$ cat src/rtl/rsa_modexp.sv
`default_nettype none
// ============================================================================
//  Module      : rsa_modexp
//  Description : C = M^E mod P using Montgomery arithmetic (R = 2^WIDTH).
//                A bit-serial Montgomery multiplier runs one MontMul at a
//                time; an FSM sequences left-to-right square-and-multiply.
//                Optional parameter check enabled by `define RSA_PARAM_CHECK_EN.
//  Revision    : 1.0  initial release
// ============================================================================
module rsa_modexp #(
    parameter int WIDTH = 8
) (
    input  logic             clk,
    input  logic             rst,
    input  logic             ena,
    input  logic             start_cmd,
    input  logic             stop_cmd,
    input  logic [WIDTH-1:0] rsa_p,
    input  logic [WIDTH-1:0] rsa_e,
    input  logic [WIDTH-1:0] rsa_m,
    input  logic [WIDTH-1:0] rsa_const,
    output logic [WIDTH-1:0] rsa_c,
    output logic             eoc,
    output logic             busy,
    output logic             err
);

    localparam int AW = WIDTH + 2;
    localparam int CW = $clog2(WIDTH + 1);
    localparam int IW = (WIDTH > 1) ? $clog2(WIDTH) : 1;
    localparam logic [CW-1:0]    C_LAST = CW'(WIDTH);
    localparam logic [WIDTH-1:0] C_ONE  = WIDTH'(1);

    typedef enum logic [2:0] {
        S_IDLE  = 3'd0,
        S_PRE_M = 3'd1,
        S_PRE_X = 3'd2,
        S_SQR   = 3'd3,
        S_MUL   = 3'd4,
        S_POST  = 3'd5,
        S_DONE  = 3'd6
    } state_t;

    state_t           state_q, state_d;
    logic [CW-1:0]    cnt_q,   cnt_d;
    logic [IW-1:0]    idx_q,   idx_d;
    logic [AW-1:0]    a_q,     a_d;
    logic [WIDTH-1:0] x_q,     x_d;
    logic [WIDTH-1:0] mb_q,    mb_d;
    logic [WIDTH-1:0] p_q,     p_d;
    logic [WIDTH-1:0] e_q,     e_d;
    logic [WIDTH-1:0] m_q,     m_d;
    logic [WIDTH-1:0] k_q,     k_d;
    logic [WIDTH-1:0] rsa_c_q, rsa_c_d;

    logic [WIDTH-1:0] op_x, op_y;
    logic             w_xbit;
    logic [AW-1:0]    w_pext;
    logic [AW-1:0]    w_sum;
    logic [AW-1:0]    w_sum_odd;
    logic [AW-1:0]    w_step;
    logic [WIDTH-1:0] w_res;
    logic             w_last;
    logic             w_start;

`ifdef RSA_PARAM_CHECK_EN
    logic err_q, err_d;
    logic w_bad;
    // Invalid modulus or pre-computed constant is flagged at start time.
    assign w_bad = ~rsa_p[0] | (rsa_p <= C_ONE) | (rsa_const >= rsa_p);
    assign err   = err_q;
`else
    assign err   = 1'b0;
`endif

    // Operand selection for the MontMul of the current phase; operands are
    // stable for the whole multiplication since X/Mb only update on its last cycle.
    always_comb begin
        op_x = x_q;
        op_y = x_q;
        case (state_q)
            S_PRE_M: begin op_x = m_q;   op_y = k_q;  end
            S_PRE_X: begin op_x = C_ONE; op_y = k_q;  end
            S_MUL:   begin op_y = mb_q;               end
            S_POST:  begin op_y = C_ONE;              end
            default: ;
        endcase
    end

    // One bit-serial Montgomery iteration plus the final conditional subtract.
    assign w_xbit    = |(op_x & (C_ONE << cnt_q));
    assign w_pext    = {2'b00, p_q};
    assign w_sum     = a_q + (w_xbit ? {2'b00, op_y} : {AW{1'b0}});
    assign w_sum_odd = w_sum + (w_sum[0] ? w_pext : {AW{1'b0}});
    assign w_step    = w_sum_odd >> 1;
    assign w_res     = WIDTH'((a_q >= w_pext) ? (a_q - w_pext) : a_q);
    assign w_last    = (cnt_q == C_LAST);
    assign w_start   = start_cmd & ~stop_cmd;

    assign rsa_c = rsa_c_q;
    assign eoc   = (state_q == S_DONE);
    assign busy  = (state_q != S_IDLE) && (state_q != S_DONE);

    // Next-state and datapath update logic.
    always_comb begin
        state_d = state_q;
        cnt_d   = cnt_q;
        idx_d   = idx_q;
        a_d     = a_q;
        x_d     = x_q;
        mb_d    = mb_q;
        p_d     = p_q;
        e_d     = e_q;
        m_d     = m_q;
        k_d     = k_q;
        rsa_c_d = rsa_c_q;
`ifdef RSA_PARAM_CHECK_EN
        err_d   = err_q;
`endif
        case (state_q)
            S_IDLE: begin
                if (w_start) begin
                    p_d     = rsa_p;
                    e_d     = rsa_e;
                    m_d     = rsa_m;
                    k_d     = rsa_const;
                    cnt_d   = '0;
                    a_d     = '0;
                    state_d = S_PRE_M;
`ifdef RSA_PARAM_CHECK_EN
                    err_d   = 1'b0;
                    if (w_bad) begin
                        state_d = S_DONE;
                        rsa_c_d = '0;
                        err_d   = 1'b1;
                    end
`endif
                end
            end
            S_DONE: begin
                state_d = S_IDLE;
            end
            default: begin
                if (stop_cmd) begin
                    // Abort: drop the partial result, leave rsa_c untouched.
                    state_d = S_IDLE;
                    cnt_d   = '0;
                    a_d     = '0;
                end else if (!w_last) begin
                    a_d   = w_step;
                    cnt_d = cnt_q + CW'(1);
                end else begin
                    a_d   = '0;
                    cnt_d = '0;
                    case (state_q)
                        S_PRE_M: begin
                            mb_d    = w_res;
                            state_d = S_PRE_X;
                        end
                        S_PRE_X: begin
                            x_d     = w_res;
                            idx_d   = IW'(WIDTH - 1);
                            state_d = S_SQR;
                        end
                        S_SQR: begin
                            x_d = w_res;
                            if (e_q[idx_q]) begin
                                state_d = S_MUL;
                            end else if (idx_q == '0) begin
                                state_d = S_POST;
                            end else begin
                                idx_d = idx_q - IW'(1);
                            end
                        end
                        S_MUL: begin
                            x_d = w_res;
                            if (idx_q == '0) begin
                                state_d = S_POST;
                            end else begin
                                idx_d   = idx_q - IW'(1);
                                state_d = S_SQR;
                            end
                        end
                        S_POST: begin
                            x_d     = w_res;
                            rsa_c_d = w_res;
                            state_d = S_DONE;
                        end
                        default: ;
                    endcase
                end
            end
        endcase
    end

    // FSM state register, frozen while ena is low.
    always_ff @(posedge clk or posedge rst) begin
        if (rst) begin
            state_q <= S_IDLE;
        end else if (ena) begin
            state_q <= state_d;
        end
    end

    // Datapath and operand registers, frozen while ena is low.
    always_ff @(posedge clk or posedge rst) begin
        if (rst) begin
            cnt_q   <= '0;
            idx_q   <= '0;
            a_q     <= '0;
            x_q     <= '0;
            mb_q    <= '0;
            p_q     <= '0;
            e_q     <= '0;
            m_q     <= '0;
            k_q     <= '0;
            rsa_c_q <= '0;
        end else if (ena) begin
            cnt_q   <= cnt_d;
            idx_q   <= idx_d;
            a_q     <= a_d;
            x_q     <= x_d;
            mb_q    <= mb_d;
            p_q     <= p_d;
            e_q     <= e_d;
            m_q     <= m_d;
            k_q     <= k_d;
            rsa_c_q <= rsa_c_d;
        end
    end

`ifdef RSA_PARAM_CHECK_EN
    // Sticky parameter-error flag, cleared by the next accepted start.
    always_ff @(posedge clk or posedge rst) begin
        if (rst) begin
            err_q <= 1'b0;
        end else if (ena) begin
            err_q <= err_d;
        end
    end
`endif

endmodule
`default_nettype wire

$ cat config.mk
export PLATFORM = sky130hd
export DESIGN_NAME = rsa_modexp
export DESIGN_NICKNAME = d
export VERILOG_FILES = /design/src/rtl/rsa_modexp.sv
export SDC_FILE = /design/constraint.sdc
export NUM_CORES = 1
export LEC_CHECK = 0
export ABC_AREA = 1
export BUFFER_PORTS_ARGS = -buffer_cell sky130_fd_sc_hd__buf_2
export CORE_ASPECT_RATIO = 0.7
export CORE_MARGIN = 10
export CORE_UTILIZATION = 50
export CTS_CLUSTER_DIAMETER = 100
export DETAILED_ROUTE_END_ITERATION = 6
export PLACE_DENSITY_LB_ADDON = 0.3
export SYNTH_ARGS = -nofsm -noshare
export SYNTH_HDL_FRONTEND = slang
export SYNTH_SLANG_ARGS = --single-unit
$ cat constraint.sdc
create_clock -name clk -period 3.5 [get_ports clk]
set_input_delay 0.525 -clock clk [delete_from_list [all_inputs] [get_ports clk]]
set_output_delay 0.525 -clock clk [all_outputs]
set_load 0.05 [all_outputs]
==> impl_metrics.tcl, run 1 <==
set metrics [dict create \
    seq_area_sq_mm 0.001879 \
    slew_headroom_pct 33.54 \
    required_ns 3.73 \
    drtIter0Drc 650 \
    period_share_pct 105.1 \
    grt_max_degree 32 \
    drc_errors 0 \
    pwr_density_cell_mw_per_mm2 1199 \
    vias 4956 \
    globalplace.congestion 1.082 \
    worst_pin_slew_ns 0.9932 \
    tritoncts "built" \
    synth_most_common_cell "nand2_1" \
    ios 48 \
    first_pass_iters 6 \
    areaGrowthSynthToFinish_pct 25.60 \
    drive_above_1_share_pct 25.54 \
    synth.area.top_cells "dfrtp_1, nand2_1, ha_1, inv_1, o21ai_0" \
    dp_hpwl_mm 11.27 \
    clkTransAtPathRegs_ns 0.06 \
    postPlaceCellArea_sq_mm 0.005507 \
    final_area_sq_mm 0.006231 \
    grt_overflow 0 \
    setup_viol 5 \
    initial_core_util_pct 51.23 \
    yosysWarnings 0 \
    p_leak_nw 3.297 \
    dieArea_sq_mm 0.01437 \
    synth-edff-count 0 \
    antennaDiodeCount 0 \
    critPathMaxFanout 8 \
    synth_cells 646 \
    syn_area_sq_mm 0.004961 \
    track_usage_pct 21.38 \
    syn_avg_cell_area_sq_um 7.680 \
    h-tree-depth 3 \
    period_minus_slack_ns 3.679 \
    grt_pass1_vias 4680 \
    grt_pass1_wl_mm 24.64 \
    synth_flop_cell "dfrtp_1" \
    synthTopCellsByCount "nand2_1, inv_1, dfrtp_1" \
    rsz0062_at_grt "true" \
    hold_path.class "input port to async pin" \
    max_freq_ghz 0.2718 \
    worstSetupEndpointType "flop" \
    synth.top_cell.area_share_pct 37.83 \
    synth_seq_cells 75 \
    antenna_left 0 \
    drv_cap 0 \
    clk_latency_ns 0.34 \
    core_area_sq_mm 0.009684 \
    synth_cell_types 43 \
    via_per_inst 5.683 \
    start_kind "flop" \
    hold_violations 0 \
    criticalPathCategory "flop to flop" \
    violations "negative setup slack" \
    die_h_um 103.3 \
    wire_per_inst_um 17.72 \
    port_buffers 46 \
    wl_mm 15.46 \
    ys_async_sr_fraction_pct 100.0 \
    die_w_um 139.1 \
    layout.nets 810 \
    synth_top_cell_by_area "dfrtp_1" \
    setup_tns_ns -0.7158 \
    status "finished, violations left" \
    numCtsBuffers 9 \
    antenna_found_initial 0 \
    nFillCells 786 \
    cts_root_buf "clkbuf_16" \
    synth_fp_nets 717 \
    cts_buffer_depth 2 \
    skew_ns 0.005353 \
    fin_util_pct 64.34 \
    drv_slew 0 \
    worstPathArrival_ns 3.91 \
    finalWorstSetupSlack_ns -0.1789 \
    ir_drop_uv 643.5 \
    multi_input_area_sq_mm 0.002845 \
    synth_seq_area_share_pct 37.83 \
    clock_sinks 75 \
    core.rowCount 30 \
]
## final timing paths
path                             from        to  slack (ns)  cells after the start
max                        state_q[2]    a_q[8]       -0.18                     26
min                               rst    p_q[2]        0.25                      2
max reg2reg                state_q[2]    a_q[8]       -0.18                     26
min reg2reg                  rsa_c[1]  rsa_c[1]        0.48                      2
max in group asynchronous         rst  rsa_c[2]        2.40                      3
min in group clk             rsa_m[2]    m_q[2]        0.39                      3
## flip-flops by register name, summed over array words and instances (netlist names)
register and flops:
rsa_c 8, m_q 8, mb_q 8, x_q 8, e_q 8, p_q 8, a_q 9, state_q 3
cnt_q 4, k_q 8, idx_q 3
## layout make-up
cell class                 count  area share [%]
multi-input combinational    458           45.66
sequential                    75           30.16
timing repair buffer          94           9.779
inverter                     101           6.225
clock buffer                   9           3.614
tap                          128           2.570
clock inverter                 7           1.988
## through the flow
step	hold slack, ns	std cells	setup WS, ns	power [mW]
2_1_floorplan	0.4492	646	0.04281	4.021
3_3_place_gp	0.4636	838	-0.05013	5.218
3_5_place_dp	0.4610	838	-0.2349	5.309
4_1_cts	0.2842	871	-0.01640	6.910
5_1_grt	0.3014	872	-0.3189	7.965
6_report	0.2526	872	-0.1789	7.470
## power breakdown
group	switching (mW)	internal, mW
Sequential	0.196	1.14
Clock	0.386	0.701
Combinational	2.99	2.06
Total	3.58	3.89
## timing repair
item	in CTS	in global routing
cloned	1	0
setup buffers	17	1
setup endpoints to repair	6	7
pin swaps	22	14
resized for setup	40	21
hold buffers	0	0
## worst max-delay path: stages, from the launching register on
cell        delay [ns]
dfrtp_2           0.44
clkinvlp_4        0.17
nand2_8           0.15
nand2_8           0.09
o22ai_1           0.16
nand2_1           0.08
nand2_1           0.12
nor2_4            0.07
buf_6             0.13
a21boi_1          0.18
ha_1              0.30
a21oi_2           0.18
o21ai_2           0.09
buf_4             0.14
buf_4             0.12
buf_4             0.12
buf_4             0.12
buf_4             0.12
buf_4             0.12
buf_4             0.12
buf_4             0.12
nand2_1           0.06
nand3_1           0.09
inv_1             0.07
nand3_1           0.07
nand3_1           0.08
nand2_1           0.05
## routing by layer
| layer | track usage [%] | wire, um | share of wire, % |
|---|---|---|---|
| met1 | 30.17 | 7014 | 45 |
| met2 | 30.45 | 6214 | 40 |
| met3 | 7.117 | 1881 | 12 |
| met4 | 5.995 | 347 | 2.2 |
| met5 | 0 | 0 | 0 |
## cell families after synthesis
group / count (synthesis) / share of synthesized area [%]
multiplexers: 7 / 1.589
XOR/XNOR: 15 / 2.648
buffers and inverters: 114 / 9.458
AO/OA/AOI/OAI: 133 / 15.16
AND/OR/NAND/NOR: 267 / 24.21
other: 1 / 0.07559
flip-flops: 75 / 37.83
adder cells (fa/ha/maj): 34 / 9.029
## placed cells by master, fill, tap and decap left out, types with 19 or more instances in the layout
cell type / instances
ha_1: 28
nand3_1: 44
buf_2: 46
dfrtp_1: 73
inv_1: 92
buf_4: 43
nor2_1: 19
nand2_1: 157
a21oi_1: 21
o21ai_0: 47
(Power assumes the default switching activity.)
==> inputs of run 2 (changes only) <==
Settings changed: CORE_ASPECT_RATIO 0.7 to not set.
==> run 2 against run 1 <==
The run still ends with negative setup slack left. Non-clock buffer count unchanged. Sequential power about the same. Final cell count increased by 0.57%. Sequential cell count unchanged. Via count decreased by 3.9%. Critical path type unchanged.
==> impl_metrics.tcl, run 2 (synthesis gave the netlist of run 1 again) <==
set metrics [dict create \
    grt_pass1_vias 4780 \
    setup_viol 3 \
    globalplace.congestion 0.9777 \
    h-tree-depth 3 \
    status "finished, violations left" \
    violations "negative setup slack" \
    antennaDiodeCount 0 \
    total_power_mw 6.982 \
    worstPathArrival_ns 3.82 \
    grt_overflow 0 \
    antenna_found_initial 0 \
    slew_headroom_pct 28.51 \
    max_freq_ghz 0.2803 \
    clkTransAtPathRegs_ns 0.08 \
    core.rowCount 36 \
    via_per_inst 5.431 \
    largest_reg_flops 9 \
    vias 4763 \
    initial_core_util_pct 50.99 \
    numCtsBuffers 9 \
    die_w_um 119.6 \
    criticalPathCategory "flop to flop" \
    drv_cap 0 \
    cts_root_buf "clkbuf_8" \
    final_cell_mix "nand2_1, inv_1, dfrtp_1, o21ai_0, buf_2" \
    layout.nets 810 \
    wire_per_inst_um 15.43 \
    clock_sinks 75 \
    required_ns 3.75 \
    die_h_um 119.6 \
    worstSetupEndpointType "flop" \
    pwr_density_cell_mw_per_mm2 1138 \
    first_pass_iters 5 \
    pre_cts_ws_ns -0.1843 \
    layout_commonest_cell "nand2_1" \
    hold_violations 0 \
    drc_errors 0 \
    layout.cells.non_filler 877 \
    ios 48 \
    dp_cells 852 \
    period_minus_slack_ns 3.568 \
    track_usage_pct 18.56 \
    setup_tns_ns -0.1270 \
    grt_pass1_wl_mm 21.78 \
    cts_buffer_depth 2 \
    core_area_sq_mm 0.009729 \
    grt_max_degree 58 \
    start_kind "flop" \
    ir_drop_uv 620.5 \
    top_register "a_q" \
    period_share_pct 101.9 \
    skew_ns 0.01065 \
    drv_slew 0 \
    rsz0062_at_grt "true" \
    drtIter0Drc 363 \
    critPathMaxFanout 8 \
    p_leak_nw 3.221 \
    areaGrowthSynthToFinish_pct 23.63 \
    hold_path.class "input port to flop" \
    port_buffers 46 \
    drive_above_1_share_pct 26.08 \
    finalWorstSetupSlack_ns -0.06824 \
    wl_mm 13.54 \
    worst_pin_slew_ns 1.071 \
    antenna_left 0 \
    dieArea_sq_mm 0.01431 \
    tritoncts "built" \
    nFillCells 839 \
    clk_latency_ns 0.37 \
    cts_hold_buffers 0 \
    dp_hpwl_mm 10.12 \
]
-- run 2: cell type report --
type / count / area, sq um / share of cell area, %
repair buffers: 94 / 618.1 / 10.08
clock inverters: 4 / 48.80 / 0.7956
inverters: 101 / 390.4 / 6.365
flip-flops and latches: 75 / 1879 / 30.64
well taps: 133 / 166.4 / 2.713
clock buffers: 12 / 155.1 / 2.530
multi-input cells: 458 / 2875 / 46.88
-- run 2: metal layers --
| layer | vias to the layer above | track usage, % | share of wire [%] |
|---|---|---|---|
| met5 | - | 0 | 0 |
| met4 | 0 | 8.296 | 3.5 |
| met3 | 45 | 4.501 | 5.1 |
| met2 | 157 | 31.98 | 50 |
| met1 | 2252 | 21.39 | 42 |
| li1 | 2309 | - | - |
-- run 2: worst paths after layout --
path	start	slack, ns	endpoint	cells after the start
min reg2reg	rsa_c[7]	0.48	rsa_c[7]	2
max	state_q[1]	-0.07	a_q[5]	21
min in group asynchronous	rst	0.42	p_q[5]	2
min	rsa_const[1]	0.36	k_q[1]	3
max reg2reg	state_q[1]	-0.07	a_q[5]	21
max in group asynchronous	rst	2.25	state_q[2]	3
-- run 2: where the power goes --
group          switching, mW  internal (mW)
registers              0.167           1.13
clock network          0.335          0.368
logic                   2.82           2.16
total                   3.32           3.66
-- run 2: through the flow --
| step | cell area, sq um | hold slack (ns) | util [%] |
|---|---|---|---|
| detailed placement | 5593 | 0.4672 | 57.48 |
| global route | 6133 | 0.3594 | 63.04 |
| CTS | 5919 | 0.3475 | 60.84 |
| finish | 6133 | 0.3563 | 63.04 |
| floorplan | 4965 | 0.4492 | - |
| global placement | 5593 | 0.4642 | 57.48 |
-- run 2: timing repair --
item | in CTS | in global routing
endpoints found under the setup margin | 5 | 7
pin swaps | 10 | 23
setup buffers | 4 | 4
endpoints found under the hold margin | 0 | 0
cloned | 1 | 0
resized for setup | 22 | 41
-- run 2: critical path, cell delays in order (launching register included) --
cell and delay (ns):
dfrtp_2 0.44, nor2_4 0.18, nand2_8 0.11, nand2_8 0.12, o22ai_1 0.09, nand2_1 0.08, o21ai_2 0.07, nor2_4 0.22
a21oi_2 0.09, ha_2 0.20, fa_2 0.38, buf_4 0.14, xor2_1 0.16, ha_1 0.30, buf_4 0.15, nand3_1 0.10
nand2_2 0.08, a21o_1 0.16, a21oi_1 0.20, nand2_1 0.08, nand2_1 0.06, o21ai_0 0.07
